<file path="src/rtl/timer_pkg.sv">
// Shared definitions for the timer scheduler: counter state codes, command
// opcodes, mode encoding, the controller FSM state type, and a helper that maps
// an FSM state onto the code presented to the interval counter.
package timer_pkg;

  // State codes presented on ctr_state.
  localparam logic [7:0] CtrReset = 8'd0;
  localparam logic [7:0] CtrRun   = 8'd1;
  localparam logic [7:0] CtrHalt  = 8'd2;

  // Command opcodes.
  localparam int unsigned OpNop         = 0;
  localparam int unsigned OpStart       = 1;
  localparam int unsigned OpStop        = 2;
  localparam int unsigned OpClear       = 3;
  localparam int unsigned OpSetInterval = 4;
  localparam int unsigned OpSetTarget   = 5;
  localparam int unsigned OpSetMode     = 6;
  localparam int unsigned OpRsvd        = 7;

  // Mode register encoding (cmd_data[0] of SET_MODE).
  localparam logic ModeOneShot  = 1'b0;
  localparam logic ModePeriodic = 1'b1;

  typedef enum logic [1:0] {
    StIdle,
    StRun,
    StHalt,
    StReload
  } timer_state_e;

  // RELOAD holds the counter in RESET for its single cycle, same as IDLE.
  function automatic logic [7:0] ctr_code(timer_state_e st);
    logic [7:0] code;
    case (st)
      StRun:   code = CtrRun;
      StHalt:  code = CtrHalt;
      default: code = CtrReset;
    endcase
    return code;
  endfunction

endpackage

</file>
<file path="src/rtl/timer_match.sv">
// Match detector: holds the match target and an edge-detect history flop, and
// raises match_o for one cycle each time the running count arrives at the target.
//   clk_i, rst_ni    clock, asynchronous active-low reset
//   run_i            controller is in RUN this cycle
//   target_we_i      load target_wdata_i into the target register
//   target_wdata_i   new target value
//   ctr_value_i      current count from the interval counter
//   match_o          combinational match pulse for this cycle
module timer_match (
  input  logic        clk_i,
  input  logic        rst_ni,
  input  logic        run_i,
  input  logic        target_we_i,
  input  logic [31:0] target_wdata_i,
  input  logic [31:0] ctr_value_i,
  output logic        match_o
);

  logic [31:0] target_q, target_d;
  logic        seen_q, seen_d;
  logic        equal;

  always_comb begin
    target_d = target_we_i ? target_wdata_i : target_q;
    equal    = (ctr_value_i == target_q);
    // History only records RUN cycles, so any cycle outside RUN clears it and the
    // first RUN cycle after entry sees a fresh edge.
    seen_d   = run_i && equal;
    // A zero target disables matching entirely.
    match_o  = run_i && (target_q != '0) && equal && !seen_q;
  end

  always_ff @(posedge clk_i or negedge rst_ni) begin
    if (!rst_ni) begin
      target_q <= '0;
      seen_q   <= 1'b0;
    end else begin
      target_q <= target_d;
      seen_q   <= seen_d;
    end
  end

endmodule

</file>
<file path="src/rtl/timer_sched.sv">
// Timer scheduler: command-driven controller for an external interval counter.
// Decodes START/STOP/CLEAR/SET_* commands, sequences IDLE/RUN/HALT/RELOAD, and
// counts target matches with a sticky interrupt. All outputs are registered.
//   clk, resetn              clock, asynchronous active-low reset
//   cmd_valid/ready/op/data  command handshake; cmd_err pulses on a rejected command
//   ctr_state, ctr_interval  control to the counter; ctr_value is its count
//   irq, irq_ack             sticky match interrupt and its clear
//   match_cnt                matches since last CLEAR (wrapping)
//   busy                     high in RUN or RELOAD
module timer_sched
  import timer_pkg::*;
#(
  parameter int unsigned CMD_W  = 3,
  parameter int unsigned MCNT_W = 16
) (
  input  logic              clk,
  input  logic              resetn,
  input  logic              cmd_valid,
  output logic              cmd_ready,
  input  logic [CMD_W-1:0]  cmd_op,
  input  logic [31:0]       cmd_data,
  output logic              cmd_err,
  output logic [7:0]        ctr_state,
  output logic [31:0]       ctr_interval,
  input  logic [31:0]       ctr_value,
  output logic              irq,
  input  logic              irq_ack,
  output logic [MCNT_W-1:0] match_cnt,
  output logic              busy
);

  timer_state_e      state_q, state_d;
  logic              cmd_ready_q, cmd_ready_d;
  logic              cmd_err_q, cmd_err_d;
  logic [7:0]        ctr_state_q, ctr_state_d;
  logic [31:0]       interval_q, interval_d;
  logic              mode_q, mode_d;
  logic              irq_q, irq_d;
  logic [MCNT_W-1:0] match_cnt_q, match_cnt_d;
  logic              busy_q, busy_d;

  logic cmd_acc;
  logic cfg_ok;
  logic target_we;
  logic match;

  timer_match u_match (
    .clk_i          (clk),
    .rst_ni         (resetn),
    .run_i          (state_q == StRun),
    .target_we_i    (target_we),
    .target_wdata_i (cmd_data),
    .ctr_value_i    (ctr_value),
    .match_o        (match)
  );

  always_comb begin
    state_d     = state_q;
    irq_d       = irq_q;
    match_cnt_d = match_cnt_q;
    interval_d  = interval_q;
    mode_d      = mode_q;
    cmd_err_d   = 1'b0;
    target_we   = 1'b0;
    cfg_ok      = (state_q == StIdle) || (state_q == StHalt);
    cmd_acc     = cmd_valid && cmd_ready_q;

    if (irq_ack) begin
      irq_d = 1'b0;
    end
    // A match outranks a simultaneous ack so no event is lost.
    if (match) begin
      irq_d       = 1'b1;
      match_cnt_d = match_cnt_q + MCNT_W'(1);
      state_d     = (mode_q == ModePeriodic) ? StReload : StHalt;
    end
    if (state_q == StReload) begin
      state_d = StRun;
    end

    // Commands are applied after the match so STOP/CLEAR win the transition.
    if (cmd_acc) begin
      case (cmd_op)
        CMD_W'(OpNop): ;
        CMD_W'(OpStart): begin
          if (cfg_ok) state_d = StRun;
        end
        CMD_W'(OpStop): begin
          if (state_q == StRun) state_d = StHalt;
        end
        CMD_W'(OpClear): begin
          state_d     = StIdle;
          irq_d       = 1'b0;
          match_cnt_d = '0;
        end
        CMD_W'(OpSetInterval): begin
          if (cfg_ok) interval_d = cmd_data;
          else        cmd_err_d  = 1'b1;
        end
        CMD_W'(OpSetTarget): begin
          if (cfg_ok) target_we = 1'b1;
          else        cmd_err_d = 1'b1;
        end
        CMD_W'(OpSetMode): begin
          if (cfg_ok) mode_d    = cmd_data[0];
          else        cmd_err_d = 1'b1;
        end
        CMD_W'(OpRsvd): cmd_err_d = 1'b1;
        default:        cmd_err_d = 1'b1;
      endcase
    end

    // Outputs are computed from the next state so they register alongside it.
    ctr_state_d = ctr_code(state_d);
    busy_d      = (state_d == StRun) || (state_d == StReload);
    cmd_ready_d = (state_d != StReload);
  end

  always_ff @(posedge clk or negedge resetn) begin
    if (!resetn) begin
      state_q     <= StIdle;
      cmd_ready_q <= 1'b1;
      cmd_err_q   <= 1'b0;
      ctr_state_q <= CtrReset;
      interval_q  <= '0;
      mode_q      <= ModeOneShot;
      irq_q       <= 1'b0;
      match_cnt_q <= '0;
      busy_q      <= 1'b0;
    end else begin
      state_q     <= state_d;
      cmd_ready_q <= cmd_ready_d;
      cmd_err_q   <= cmd_err_d;
      ctr_state_q <= ctr_state_d;
      interval_q  <= interval_d;
      mode_q      <= mode_d;
      irq_q       <= irq_d;
      match_cnt_q <= match_cnt_d;
      busy_q      <= busy_d;
    end
  end

  assign cmd_ready    = cmd_ready_q;
  assign cmd_err      = cmd_err_q;
  assign ctr_state    = ctr_state_q;
  assign ctr_interval = interval_q;
  assign irq          = irq_q;
  assign match_cnt    = match_cnt_q;
  assign busy         = busy_q;

endmodule

</file>
<file path="config.mk">
export PLATFORM = sky130hd
export DESIGN_NAME = timer_sched
export DESIGN_NICKNAME = d
export VERILOG_FILES = /design/src/rtl/timer_pkg.sv /design/src/rtl/timer_match.sv /design/src/rtl/timer_sched.sv
export SDC_FILE = /design/constraint.sdc
export NUM_CORES = 1
export LEC_CHECK = 0
export ABC_CLOCK_PERIOD_IN_PS = 4110
export CAP_MARGIN = 0
export CORE_MARGIN = 2
export CORE_UTILIZATION = 50
export CTS_BUF_LIST = sky130_fd_sc_hd__clkbuf_4 sky130_fd_sc_hd__clkbuf_8
export DETAILED_ROUTE_END_ITERATION = 10
export PLACE_DENSITY = 0.9
export SYNTH_ARGS = -nofsm -noshare
export SYNTH_HDL_FRONTEND = slang
export SYNTH_SLANG_ARGS = --single-unit
</file>
<file path="constraint.sdc">
create_clock -name clk -period 4.11 [get_ports clk]
set_clock_uncertainty 0.15 [all_clocks]
set_input_delay 0.822 -clock clk [delete_from_list [all_inputs] [get_ports clk]]
set_output_delay 0.822 -clock clk [all_outputs]
set_load 0.03 [all_outputs]
</file>
# Yosys cells after proc, flatten, opt, wreduce, memory -nomap -nowiden
# Cells that the tools add are included.
dict set report totals {
  wordCells 61
  input_bits 71
  output_inout_bits 60
  reg_bits 96
}
dict set report op_classes {
  n_reduce_logical 13
  n_addsub 1
  n_eq_ne 15
  muxes 21
}
# operator count
set ops {}
lappend ops {{16-bit two-way mux} 3}
lappend ops {{32-bit equality test} 1}
lappend ops {{32-bit nonzero test} 1}
lappend ops {{16-bit by 1-bit adder with 16-bit output (second input constant)} 1}
lappend ops {{3-bit equality test (second input constant)} 4}
lappend ops {{1-bit two-way mux} 10}
lappend ops {{2-bit two-way mux} 5}
lappend ops {{2-bit equality test (second input constant)} 4}
lappend ops {{3-bit by 2-bit equality test with 1-bit output (second input constant)} 2}
lappend ops {{2-bit one-hot mux with 3 select lines} 1}
lappend ops {{3-bit AND reduction} 2}
lappend ops {{1-bit logical AND} 5}
lappend ops {{2-bit by 1-bit equality test with 1-bit output (second input constant)} 2}
lappend ops {{2-bit one-hot mux with 2 select lines} 1}
lappend ops {{3-bit by 1-bit equality test with 1-bit output (second input constant)} 1}
lappend ops {{3-bit OR reduction} 1}
lappend ops {{2-bit zero test} 1}
lappend ops {{1-bit logical OR} 2}
lappend ops {{2-bit inequality test (second input constant)} 1}
lappend ops {{1-bit one-hot mux with 2 select lines} 1}
lappend ops {{1-bit zero test} 1}

# Logic depth before layout (Yosys ltp)
dict set report logic_depth {
  word_depth 11
  ltp_mapped 8
  mapped_depth_nobuf 6
}

# Hierarchy
# A second synthesis with hierarchy kept.
dict set report hier_totals {
  hier_cells 321
  hier_area_um2 4080.2
}
# module area_each_um2 instances seq_area_each_um2 cells_per_inst
set by_module_without_submodules {}
lappend by_module_without_submodules {timer_sched 2424.8 1 1402.6 195}
lappend by_module_without_submodules {timer_match 1655.3 1 825.8 126}

# Least setup slack after synthesis
# No wires, ideal clock.
dict set report synth_path {
  path_type {in2reg}
  from {in ctr_value[7]}
  to {reg match_cnt_q[7], in the netlist match_cnt[7]}
  slack_ns 1.565
  setup_time_ns 0.078
  t_required_ns 3.882
  t_arrival_ns 2.317
  path_buffers 0
  cell_stages 6
  path_cell_list {xor2_1 nor4_2 and4b_1 o2111ai_4 or4_1 a21oi_1}
}
dict set report synth_between {
  elab_chain_len 6
}
# item line_no
set synth_rtl {}
lappend synth_rtl {{start, declared} timer_sched.sv:25} ;# input logic [31:0] ctr_value,
lappend synth_rtl {{32-bit equality test *} timer_match.sv:25} ;# equal = (ctr_value_i == target_q);
lappend synth_rtl {{1-bit logical AND * (2 in series)} timer_match.sv:30} ;# match_o = run_i && (target_q != '0) && equal && !seen_q;
lappend synth_rtl {{16-bit two-way mux *} timer_sched.sv:72} ;# if (match) begin
lappend synth_rtl {{16-bit two-way mux} timer_sched.sv:83} ;# case (cmd_op)
lappend synth_rtl {{16-bit two-way mux *} timer_sched.sv:82} ;# if (cmd_acc) begin
lappend synth_rtl {{named net match_cnt_d[7]} timer_sched.sv:39} ;# logic [MCNT_W-1:0] match_cnt_q, match_cnt_d;
lappend synth_rtl {{end signal, assigned} timer_sched.sv:138} ;# match_cnt_q <= match_cnt_d;
lappend synth_rtl {{end, declared} timer_sched.sv:39}
# Mark *: on every way through the listed nets, which the timed path passes. The rest lies on a longest branch.
# A chain may end at the register's enable or synchronous reset.

# Final worst setup path
dict set report layout_path {
  from {in ctr_value[26]}
  to {reg match_cnt_q[7], in the netlist match_cnt[7]}
}
# The elaborated chain is that of the path after synthesis.

==> flow_metrics.py <==
metrics = {
    "logic_synthesis": {
        "synth_top_area_cell": "dfrtp_1",
        "syn_area_per_cell_um2": 12.6,
        "ys_types": 44,
        "seq_area_frac_synth": 0.538,
        "yosys-top-cells-area": "dfrtp_1 53%, mux2_2 18%, xnor2_1 4.2%, xor2_1 2.8%, a21oi_1 2.1%",
        "ys_ff_latch": 89,
        "synth.top_cell.area_share": 0.532,
        "synthSimpleGateAreaFrac": 0.119,
        "yosys.area_share.adder": 0.00302,
        "muxShareOfSynthArea": 0.179,
        "synth_edf_count": 0,
        "synthFlopType": "dfrtp_1",
        "yosysWarnings": 0,
        "async_flop_share": 1.00,
        "synthXorXnorAreaFrac": 0.0698,
        "synth_compound_area_frac": 0.0550,
        "synth_top_family_by_area": "multiplexers",
        "synth_area_mm2": 0.00414,
        "netlist_instances": 328,
        "synthTopCellsByCount": "88 x dfrtp_1, 65 x mux2_2, 20 x xnor2_1",
        "synth.most_common_cell": "dfrtp_1",
    },
    "clock_tree": {
        "post_cts_buffers": 0,
        "cts_hold_repair.buffers": 0,
        "cts_buffer_depth": 2,
        "cts_resized": 0,
        "cts_tree": "yes",
        "clk_latency_ns": 0.35,
        "clkTransAtPathRegs_ns": 0.08,
        "htree_levels": 3,
        "numCtsBuffers": 9,
        "clkSinkCount": 89,
        "cts_root_buf": "clkbuf_8",
    },
    "detailed_routing": {
        "antenna_left": 0,
        "routed_wl_um": 9750,
        "vias": 3075,
        "avgViaCountPerCell": 5.47,
        "wl_per_cell_um": 17.3,
        "drt-initial-drc-count": 199,
        "dr.pass1.iters": 4,
        "drc_errors": 0,
    },
    "sta": {
        "setup_viol": 0,
        "rsz0062_at_grt": "false",
        "relSlewSlack": 0.259,
        "tns_ns": 0,
        "whs_ns": 0.359,
        "timing.final.crit_share": 0.752,
        "hold_violations": 0,
        "min_period_ns": 3.09,
        "worst_pin_slew_ns": 1.11,
        "slew_violations": 0,
        "max_freq_mhz": 324,
        "setup_slack_ns": 1.02,
    },
    "worst_setup_path": {
        "endpoint_kind": "flop",
        "required_ns": 4.23,
        "crit_path_start_kind": "input port",
        "path_class": "in -> reg",
        "crit_arrival_ns": 3.21,
        "slowest_stage": "or4_1",
        "cpPeakStageDelay_ns": 0.64,
        "crit_fanout": 34,
        "crit_chain": "clkdlybuf4s50_1 > xnor2_1 > nand4_1 > nor4_4 > o2111ai_4 > or4_1 > a21oi_1",
    },
    "global_routing": {
        "grt_first_pass_wirelength_um": 15500,
        "grt_overflow": 0,
        "track_usage": 0.227,
        "antenna_found_initial": 0,
        "grt_max_degree": 90,
        "first_global_vias": 3182,
    },
    "floorplanning": {
        "pin_count": 131,
        "die_height_um": 95.0,
        "core_mm2": 0.00813,
        "die-area_mm2": 0.00902,
        "die_w_um": 95.0,
        "fp-row-count": 33,
        "start_util": 0.509,
    },
    "worst_hold_path": {
        "hp-class": "reg -> reg",
    },
    "power_and_ir_drop": {
        "leakage_nw": 2.27,
        "power_density_mw_per_mm2": 494,
        "p_sw_w": 0.000930,
        "clkPwrFrac": 0.201,
        "combPwrFrac": 0.341,
        "p_seq_frac": 0.458,
        "p_int_w": 0.00184,
        "switching_share": 0.335,
        "vdd_drop_max_mv": 0.358,
    },
    "cells_and_area": {
        "layout-drive-gt1-share": 0.214,
        "n_antenna_cell": 0,
        "final_area_mm2": 0.00562,
        "final_cell_count_no_fill": 562,
        "syn_to_final_growth_pct": 35.7,
        "fin_nets": 524,
        "fillers": 607,
    },
    "placement": {
        "numPortBuffers": 124,
        "place_congestion": 0.835,
        "dp_hpwl_um": 7340,
        "place_inst": 546,
        "dpl-instance-area_mm2": 0.00543,
        "place_ws_ns": 0.659,
    },
    "outcome": {
        "status": "complete, no violations",
    },
    "job": {
        "drv_cap": 0,
    },
}
==> layout make-up <==
| type | instances | area [um^2] | area share |
|---|---|---|---|
| multi-input cells | 223 | 1800 | 0.321 |
| flip-flops and latches | 89 | 2230 | 0.397 |
| repair buffers | 127 | 1260 | 0.225 |
| well taps | 105 | 131 | 0.0234 |
| clock inverters | 4 | 27.5 | 0.00490 |
| inverters | 2 | 7.51 | 0.00134 |
| clock buffers | 12 | 159 | 0.0283 |
==> path summary, 6_finish.rpt <==
check                              endpoint  depth (start not counted)  slack (ns)                  from
max in group asynchronous            mode_q                          1        2.57                resetn
max reg2reg                    match_cnt[7]                          6        1.45  u_match.target_q[26]
min reg2reg                ctr_interval[20]                          1        0.36      ctr_interval[20]
min                        ctr_interval[20]                          1        0.36      ctr_interval[20]
min in group asynchronous     match_cnt[10]                          1        0.50                resetn
max                            match_cnt[7]                          7        1.02         ctr_value[26]
==> layer usage <==
metal	global-route usage	vias to the layer above	routed length [um]
met5	0	-	0
met4	0.0713	0	187
met3	0.0710	17	722
met2	0.392	123	4980
met1	0.270	1512	3860
li1	-	1423	-
==> stage by stage <==
stage / util / power (W)
floorplan: - / 0.00181
global placement: 0.667 / 0.00220
detailed placement: 0.667 / 0.00224
CTS: 0.690 / 0.00280
global route: 0.690 / 0.00292
finish: 0.690 / 0.00277
==> kinds of logic (layout without fill, tap and decap cells) <==
kind of cell | after synthesis | in the layout
and+or+nand+nor | 79 | 79
buffers and inverters | 21 | 145
AOI/OAI and AO/OA | 38 | 38
xor gates and xnor gates | 33 | 33
muxes | 66 | 66
adders and majority gates | 1 | 1
other | 1 | 6
DFF | 89 | 89
==> state kept, by name, summed over array words and instances (netlist names) <==
name,flops
cmd_err,1
state_q,2
match_cnt,16
cmd_ready,1
u_match.seen_q,1
mode_q,1
irq,1
ctr_interval,32
u_match.target_q,32
ctr_state,2
==> power by group through the flow <==
stage | registers, W | clock network, W | logic, W
6_report | 0.00127 | 0.000558 | 0.000945
4_1_cts | 0.00127 | 0.000575 | 0.000956
2_1_floorplan | 0.00146 | 0 | 0.000352
3_5_place_dp | 0.00129 | 0 | 0.000952
3_3_place_gp | 0.00127 | 0 | 0.000932
5_1_grt | 0.00130 | 0.000609 | 0.00101
==> cell usage in the layout (no fill, tap or decap), types with 2 or more instances in the layout <==
cell type and count:
clkdlybuf4s50_1 123, dfrtp_1 88, mux2_2 65, xnor2_1 20, a21oi_1 17, o21ai_0 14
nand4_1 13, xor2_1 13, nand2_1 12, or3_1 12, clkbuf_8 11, nor4_1 9
nor2_1 7, conb_1 6, buf_4 4, nor4_2 3, or3_2 3, nand2b_1 2
nor3_1 2, and2_1 2, inv_1 2, and3_1 2, nand3_1 2, clkinv_4 2
clkinv_2 2
==> worst max-delay path: cells and delay by family <==
| kind | cells | cell delay, ns |
|---|---|---|
| xor+xnor | 1 | 0.12 |
| simple gates | 3 | 1.21 |
| compound gates | 2 | 0.58 |
| buf+inv | 1 | 0.47 |
(Power assumes the default switching activity.)
